### src/rtl/mr_wb_arb.sv
// ---------------------------------------------------------------------------
// mr_wb_arb -- N-master to 1-slave Wishbone B4 pipelined arbiter.
//
// Merges several pipelined (STALL-based) Wishbone masters onto one slave.
// A master that wins arbitration owns the bus for its whole CYC burst; the
// arbiter counts accepted-but-unanswered strobes so ACK/ERR can be routed
// back to the owner and so the number in flight never exceeds MAX_OUTST.
// Dropping CYC mid-burst is a Wishbone abort: in-flight responses are
// forgotten and any late slave ACK/ERR is swallowed.
//
// Parameters
//   NMASTERS   number of master ports (>= 2)
//   AW         word address width
//   DW         data width, SEL is DW/8 bits
//   MAX_OUTST  max strobes in flight per burst (>= 1)
//   PRIO_MODE  0 = round-robin, 1 = fixed priority (index 0 highest)
//
// Ports
//   clk, rst                 clock, asynchronous active-high reset
//   m_cyc_i/stb_i/we_i       per-master control, bit i = master i
//   m_adr_i/dat_i/sel_i      per-master fields, slice i = [i*W +: W]
//   m_dat_o                  read data (meaningful only with own ACK)
//   m_ack_o/err_o/stall_o    per-master response / flow control
//   s_cyc_o/stb_o/we_o       slave control
//   s_adr_o/dat_o/sel_o      slave request fields from the owner
//   s_dat_i/ack_i/err_i/stall_i  slave response
// ---------------------------------------------------------------------------

// Per-master response steering: a master only ever sees its own ACK/ERR,
// and every master except the current owner is held off with STALL.
module mr_wb_arb_port #(
    parameter int GW  = 1,
    parameter int IDX = 0
) (
    input  logic          busy_i,
    input  logic [GW-1:0] g_i,
    input  logic          stall_i,   // slave stall or outstanding limit hit
    input  logic          ack_i,     // qualified response (BUSY and cnt>0)
    input  logic          err_i,
    output logic          stall_o,
    output logic          ack_o,
    output logic          err_o
);
    localparam logic [GW-1:0] ID = GW'(IDX);

    logic own;

    assign own     = busy_i & (g_i == ID);
    assign stall_o = ~own | stall_i;
    assign ack_o   = own & ack_i;
    assign err_o   = own & err_i;
endmodule

module mr_wb_arb #(
    parameter int NMASTERS  = 2,
    parameter int AW        = 30,
    parameter int DW        = 32,
    parameter int MAX_OUTST = 4,
    parameter int PRIO_MODE = 0
) (
    input  logic                     clk,
    input  logic                     rst,
    input  logic [NMASTERS-1:0]      m_cyc_i,
    input  logic [NMASTERS-1:0]      m_stb_i,
    input  logic [NMASTERS-1:0]      m_we_i,
    input  logic [NMASTERS*AW-1:0]   m_adr_i,
    input  logic [NMASTERS*DW-1:0]   m_dat_i,
    input  logic [NMASTERS*DW/8-1:0] m_sel_i,
    output logic [DW-1:0]            m_dat_o,
    output logic [NMASTERS-1:0]      m_ack_o,
    output logic [NMASTERS-1:0]      m_err_o,
    output logic [NMASTERS-1:0]      m_stall_o,
    output logic                     s_cyc_o,
    output logic                     s_stb_o,
    output logic                     s_we_o,
    output logic [AW-1:0]            s_adr_o,
    output logic [DW-1:0]            s_dat_o,
    output logic [DW/8-1:0]          s_sel_o,
    input  logic [DW-1:0]            s_dat_i,
    input  logic                     s_ack_i,
    input  logic                     s_err_i,
    input  logic                     s_stall_i
);
    localparam int GW = (NMASTERS > 1) ? $clog2(NMASTERS) : 1;
    localparam int CW = $clog2(MAX_OUTST + 1);
    localparam int SW = DW / 8;

    typedef enum logic {IDLE = 1'b0, BUSY = 1'b1} state_t;

    state_t        state_q, state_d;
    logic [GW-1:0] g_q, g_d;          // current owner
    logic [GW-1:0] last_q, last_d;    // previous owner, round-robin pointer
    logic [CW-1:0] cnt_q, cnt_d;      // strobes accepted but not answered

    // Per-master fields viewed as packed arrays so the owner mux is a plain index.
    logic [NMASTERS-1:0][AW-1:0] adr_a;
    logic [NMASTERS-1:0][DW-1:0] dat_a;
    logic [NMASTERS-1:0][SW-1:0] sel_a;

    assign adr_a = m_adr_i;
    assign dat_a = m_dat_i;
    assign sel_a = m_sel_i;

    logic          busy;
    logic          own_cyc;
    logic          full;
    logic          accept;
    logic          resp_ok;
    logic          rsp_ack;
    logic          rsp_err;
    logic [GW-1:0] win;

    assign busy    = (state_q == BUSY);
    assign own_cyc = busy & m_cyc_i[g_q];
    // Limit uses the registered count only; a same-cycle response cannot
    // open the window, which keeps the stall path free of s_ack_i.
    assign full    = (cnt_q == CW'(MAX_OUTST));
    assign accept  = s_stb_o & ~s_stall_i;
    // Responses with nothing in flight, or while idle, are strays and dropped.
    assign resp_ok = busy & (cnt_q != '0);
    assign rsp_ack = resp_ok & s_ack_i;
    assign rsp_err = resp_ok & s_err_i;

    // ------------------------------------------------------------------
    // Winner select. Scanning downward makes the last hit the lowest index:
    // lo_win is the lowest requester overall, hi_win the lowest one above
    // the previous owner (round-robin wraps to lo_win when none exists).
    // ------------------------------------------------------------------
    always_comb begin
        logic [GW-1:0] lo_win;
        logic [GW-1:0] hi_win;
        logic          hi_found;
        lo_win   = '0;
        hi_win   = '0;
        hi_found = 1'b0;
        for (int i = NMASTERS - 1; i >= 0; i--) begin
            if (m_cyc_i[i]) begin
                lo_win = GW'(i);
                if (GW'(i) > last_q) begin
                    hi_win   = GW'(i);
                    hi_found = 1'b1;
                end
            end
        end
        if (PRIO_MODE != 0)
            win = lo_win;
        else
            win = hi_found ? hi_win : lo_win;
    end

    // ------------------------------------------------------------------
    // State register
    // ------------------------------------------------------------------
    always_ff @(posedge clk or posedge rst) begin
        if (rst) begin
            state_q <= IDLE;
            g_q     <= '0;
            last_q  <= GW'(NMASTERS - 1);
            cnt_q   <= '0;
        end else begin
            state_q <= state_d;
            g_q     <= g_d;
            last_q  <= last_d;
            cnt_q   <= cnt_d;
        end
    end

    // ------------------------------------------------------------------
    // Next-state logic
    // ------------------------------------------------------------------
    always_comb begin
        state_d = state_q;
        g_d     = g_q;
        last_d  = last_q;
        cnt_d   = cnt_q;
        case (state_q)
            IDLE: begin
                cnt_d = '0;
                if (|m_cyc_i) begin
                    state_d = BUSY;
                    g_d     = win;
                end
            end
            BUSY: begin
                if (!m_cyc_i[g_q]) begin
                    // End of burst or abort: forget anything in flight and
                    // sit in IDLE for one cycle before the next grant.
                    state_d = IDLE;
                    cnt_d   = '0;
                    last_d  = g_q;
                end else if (accept && !(rsp_ack || rsp_err)) begin
                    cnt_d = cnt_q + CW'(1);
                end else if (!accept && (rsp_ack || rsp_err)) begin
                    cnt_d = cnt_q - CW'(1);
                end
            end
            default: state_d = IDLE;
        endcase
    end

    // ------------------------------------------------------------------
    // Output logic (slave side and shared read data)
    // ------------------------------------------------------------------
    always_comb begin
        s_cyc_o = 1'b0;
        s_stb_o = 1'b0;
        s_we_o  = 1'b0;
        s_adr_o = '0;
        s_dat_o = '0;
        s_sel_o = '0;
        m_dat_o = '0;
        if (busy) begin
            // CYC follows the owner combinationally so a drop reaches the
            // slave in the same cycle; STB is never shown without CYC.
            s_cyc_o = own_cyc;
            s_stb_o = own_cyc & m_stb_i[g_q] & ~full;
            s_we_o  = m_we_i[g_q];
            s_adr_o = adr_a[g_q];
            s_dat_o = dat_a[g_q];
            s_sel_o = sel_a[g_q];
            m_dat_o = s_dat_i;
        end
    end

    // ------------------------------------------------------------------
    // Per-master STALL / ACK / ERR steering
    // ------------------------------------------------------------------
    for (genvar i = 0; i < NMASTERS; i++) begin : g_port
        mr_wb_arb_port #(
            .GW  (GW),
            .IDX (i)
        ) u_port (
            .busy_i  (busy),
            .g_i     (g_q),
            .stall_i (s_stall_i | full),
            .ack_i   (rsp_ack),
            .err_i   (rsp_err),
            .stall_o (m_stall_o[i]),
            .ack_o   (m_ack_o[i]),
            .err_o   (m_err_o[i])
        );
    end
endmodule

### config.mk
export PLATFORM = sky130hd
export DESIGN_NAME = mr_wb_arb
export DESIGN_NICKNAME = d
export VERILOG_FILES = /design/src/rtl/mr_wb_arb.sv
export SDC_FILE = /design/constraint.sdc
export NUM_CORES = 1
export LEC_CHECK = 0
export CORE_AREA = 8 8 104 106
export CTS_CLUSTER_SIZE = 14
export DETAILED_ROUTE_END_ITERATION = 10
export DIE_AREA = 0 0 112 114
export GPL_ROUTABILITY_DRIVEN = 0
export MAX_ROUTING_LAYER = met4
export PLACE_DENSITY = 0.75
export SETUP_SLACK_MARGIN = 0.2
export SLEW_MARGIN = 10
export SYNTH_ARGS = -nofsm -noshare
export SYNTH_HDL_FRONTEND = slang
export SYNTH_SLANG_ARGS = --single-unit
### constraint.sdc
create_clock -name clk -period 5.3 [get_ports clk]
set_input_delay 0.53 -clock clk [delete_from_list [all_inputs] [get_ports clk]]
set_output_delay 0.53 -clock clk [all_outputs]
set_load 0.03 [all_outputs]
Yosys cells after proc, flatten, opt, wreduce, memory -nomap -nowiden --
Index checks and enable logic that the tools add are counted.
Storage, ports and cells: register bits 6, bits of input ports 175, output and inout port bits 107, word-level logic and storage cells 78
Operators by class: $add $sub $neg 2, magnitude comparators 3, equal/unequal tests 2, multiplexer cells 35, bitwise logic cells 23, reduce and logical (&&, ||, !) cells 9
Operators by type and width (count):
- $mux W32 | 4
- $mux W30 | 3
- $mux W1 | 20
- $and A1 B1 Y1 | 13
- $mux W4 | 3
- $mux W3 | 3
- $not A1 Y1 | 7
- $pmux W3 S2 | 1
- $ne A4 B2 Y1 const B | 1
- $reduce_and A2 Y1 | 2
- $add A3 B1 Y3 const B | 1
- $eq A3 B3 Y1 const B | 1
- $or A1 B1 Y1 | 3
- $reduce_bool A3 Y1 | 1
- $sub A3 B1 Y3 const B | 1
- $gt A1 B1 Y1 const A | 2
- $logic_and A1 B1 Y1 | 2
- $logic_not A1 Y1 | 2
- $lt A1 B2 Y1 const B | 1
- $pmux W1 S2 | 1
- $reduce_or A2 Y1 | 1
- $logic_or A1 B1 Y1 | 1

Depth between registers and ports, before layout --
word-level depth 13, depth in mapped cells 9

Hierarchy --
A second synthesis with hierarchy kept.
Second synthesis, totals: cells, all modules 235, area total of the unflattened synthesis 1706.6 um^2
Modules (own cells, without submodules):
- mr_wb_arb | instances 1, cells each 229, area each 1657.8 um^2, seq. area each 151.4 um^2
- mr_wb_arb_port (g_port[0].u_port) | instances 1, cells each 3, area each 28.8 um^2, seq. area each 0.0 um^2
- mr_wb_arb_port (g_port[1].u_port) | instances 1, cells each 3, area each 20.0 um^2, seq. area each 0.0 um^2

Worst setup path after synthesis --
OpenSTA, ideal clock, no wires.
path kind input to register, start point in m_stb_i[0], end point reg cnt_q[2], arrival time 2082 ps, required time 5223 ps, path slack 3140 ps, stages on the path 8, buffers on the path 0, cell sequence and3b_1 > a31oi_1 > nor3_1 > ha_1 > fa_1 > xnor2_1 > or3_1 > a21oi_1
Between the ends: cells in the longest elaborated chain, start to end 10
Ends and longest elaborated chain:
- from (decl) | line 64 | input logic [NMASTERS-1:0] m_stb_i,
- $mux W1 (not written as such) * (2 in series) | line 216 | s_stb_o = own_cyc & m_stb_i[g_q] & ~full;
- $and A1 B1 Y1 * (2 in series) | line 216
- $mux W1 * | line 212 | if (busy) begin
- $and A1 B1 Y1 * | line 118 | assign accept = s_stb_o & ~s_stall_i;
- $logic_and A1 B1 Y1 | line 191 | end else if (accept && !(rsp_ack || rsp_err)) begin
- $mux W3 | line 191
- $mux W3 | line 185 | if (!m_cyc_i[g_q]) begin
- $pmux W3 S2 | line 176 | case (state_q)
- to (signal assigned) | line 164 | cnt_q <= cnt_d;
- to (decl) | line 93 | logic [CW-1:0] cnt_q, cnt_d;
Every way passes the cells marked *; elsewhere a longest branch is shown, timed or not. The select of a mux whose other input is x is not followed. A chain may end at the register's enable or synchronous reset.

Final worst setup path --
start point reg state_q (netlist: busy), end point out s_dat_o[14]
Between the ends: cells in the longest elaborated chain, start to end 1
Ends and longest elaborated chain:
- from (decl) | line 90 | state_t state_q, state_d;
- from (signal assigned) | line 161 | state_q <= state_d;
- $mux W32 | line 212
- to (decl) | line 77 | output logic [DW-1:0] s_dat_o,
No other way between the ends.

==> metrics.md <==
| Metric | Value |
|---|---|
| Status | `finished, final reports clean` |
| Switching Share | `0.521` |
| Crit. Startpoint | `busy` |
| CTS Hold Bufs | `0` |
| Internal cell power | `0.000722 W` |
| Yosys top cell area share | `0.386` |
| Clk sinks | `6` |
| Crit start category | `flop` |
| Hold path cells | `2` |
| Pre-antenna DRT Iters | `4` |
| Dominant cells by area after synthesis | `mux2i_1 (39%), nor2_1 (15%), and2_1 (11%)` |
| Worst R2R Start | `busy` |
| Initial antenna violation count | `0` |
| Unrepaired setup endpoints after global routing | `false` |
| Overall Global Routing Usage | `0.168` |
| Critical Path Fanout Max | `41` |
| Syn avg cell area | `7.35 um2` |
| Yosys warns | `0` |
| Commonest non-fill, non-tap cell in the layout | `clkdlybuf4s50_1` |
| Mapped Area | `1760 um2` |
| Clock network power share | `0.049` |
| EDFF count, synth | `0` |
| Yosys top cell by area | `mux2i_1` |
| HP Class | `flop to flop` |
| Fin crit share | `0.635` |
| FF-to-FF path depth | `8` |
| Num ports | `282` |
| Top_reg_cell synth | `dfrtp_1` |
| Initial Util | `0.194` |
| Syn Inst Count | `240` |
| Die ar. | `12800 um2` |
| Die width | `112 um` |
| Slew HR | `0.433` |
| Bufs on Longest Clock Path | `2` |
| Pwr Density | `331 nW/um2` |
| Critical Path RT | `4.77 ns` |
| Skew final | `0.00193 ns` |
| Vias | `2671` |
| NetSw | `0.000785 W` |
| H-tree depth | `1` |
| Residual DRC | `0` |
| Synth async-reset ratio | `1.00` |
| Die Ht | `114 um` |
| Drt wl/cell | `18.5 um` |
| Routed WL | `11300 um` |
| Crit end category | `primary output` |
| Filler cells | `886` |
| Distinct cells, synth | `31` |
| CORE AREA | `9110 um2` |
| First-pass GRT wire length | `16500 um` |
| Grt total ovfl | `0` |
| Dpl cell area | `4510 um2` |
| CTS Buf Count | `3` |
| Share of layout cells above drive strength 1 | `0.0180` |
| Post-route ant nets | `0` |
| Max VDD drop | `200 uV` |
| Area growth syn-to-layout | `158%` |
| Num rows | `35` |
| Vias in the first global route | `2808` |
| Clock Tree Root | `clkbuf_8` |
| Critical path class | `flop to primary output` |
| Post_cts resized | `0` |
| Final setup vio count | `0` |
| Post-DP HPWL | `9830 um` |
| Leak | `1.87 nW` |
| Initial DRC count | `148` |
| Most frequent cells in the layout | `clkdlybuf4s50_1 (281), nor2_1 (72), mux2i_1 (68)` |
| Port Buffers | `281` |
| Diode count | `0` |
| Max-cap violations | `0` |
| Worst-path clk slew | `0.04 ns` |
| Comb pwr share | `0.845` |
| Flops & latches, synth | `6` |
| CTS tree | `yes` |
| Final TNS setup | `0 ns` |
| Seq/Total Area, Yosys | `0.0858` |
| Vias/cell | `4.36` |
| Final Util | `0.500` |
| Post-CTS setup buffer count | `0` |
| Largest net degree at the start of global routing | `54` |
| Clock latency on the worst-skew pair | `0.22 ns` |
| Power, Total | `0.00151 W` |
| Hold wc startpoint | `last_q` |
| Sequential Power Share | `0.106` |
| Minimum clock period | `3.37 ns` |
| Design area | `4550 um2` |
| Final nets | `679` |
| WP data arrival | `2.84 ns` |
| Final hold vios | `0` |
| Net Count, Synth | `417` |
| Peak Freq | `297 MHz` |
| Pins Over Slew Limit | `0` |
| Worst slew pin tran | `0.850 ns` |
[metal layers]
layer / GRT usage / part of all wire / up-vias / wire length (um)
met3: 0.0401 / 0.067 / 14 / 759
met2: 0.317 / 0.53 / 142 / 6050
met4: 0.0207 / 0.011 / 0 / 124
li1: - / - / 1310 / -
met5: - / 0 / - / 0
met1: 0.180 / 0.39 / 1205 / 4380
[stage by stage]
step | hold slack [ns] | std cells | worst slack, ns
5_1_grt | 0.510 | 612 | 1.62
3_3_place_gp | 0.471 | 608 | 2.20
4_1_cts | 0.484 | 612 | 1.86
6_report | 0.484 | 612 | 1.93
2_1_floorplan | 0.320 | 240 | 3.14
3_5_place_dp | 0.478 | 608 | 2.12
[cell type report]
class / count / area (um2) / share of cell area
Timing Repair Buffer: 283 / 2830 / 0.621
Multi-Input combinational cell: 202 / 1370 / 0.300
Sequential cell: 6 / 155 / 0.0341
Tap cell: 111 / 139 / 0.0305
Clock buffer: 4 / 45.0 / 0.00989
Inverter: 6 / 22.5 / 0.00495
[power groups by stage]
| stage | Clock, W | Sequential [W] | Combinational [W] |
|---|---|---|---|
| after floorplan | 0 | 0.0000678 | 0.000897 |
| after global placement | 0 | 0.000159 | 0.00127 |
| after detailed placement | 0 | 0.000163 | 0.00128 |
| after CTS | 0.0000760 | 0.000162 | 0.00129 |
| after global routing | 0.0000773 | 0.000171 | 0.00134 |
| final | 0.0000732 | 0.000160 | 0.00127 |
[state kept, by name (all words and copies together), names as in the netlist]
register	count
last_q	1
g_q	1
cnt_q	3
busy	1
[cell usage after synthesis, types with 2 or more instances]
cell      number
a21oi_1        3
a31oi_1        2
and2_1        32
and3_1         2
buf_12         5
buf_4         10
clkbuf_1       9
dfrtp_1        5
inv_1          5
mux2i_1       68
nand2_1        3
nor2_1        72
nor3b_1        2
o21ai_0        4
or3_1          2
[path summary, 6_finish.rpt]
path,end,slack [ns]
setup / recovery,s_dat_o[14],1.93
hold / removal,last_q,0.48
setup reg to reg,cnt_q[2],2.24
hold reg to reg,last_q,0.48
max in group asynchronous,last_q,4.51
min in group asynchronous,cnt_q[1],0.53
[critical path, cell delays in order (launching register included)]
cell and delay [ns]:
dfrtp_1 0.86, inv_2 0.44, buf_4 0.40, nor2_1 0.17, clkdlybuf4s50_1 0.71
[kinds of logic after synthesis]
logic type / after synthesis / synth area share
compound gates: 12 / 0.0440
xor+xnor: 2 / 0.00993
fa+ha+maj: 2 / 0.0184
buf+inv: 32 / 0.140
flops: 6 / 0.0858
mux: 68 / 0.386
simple gates: 118 / 0.316
No activity file was read; power rests on OpenSTA's default activity.
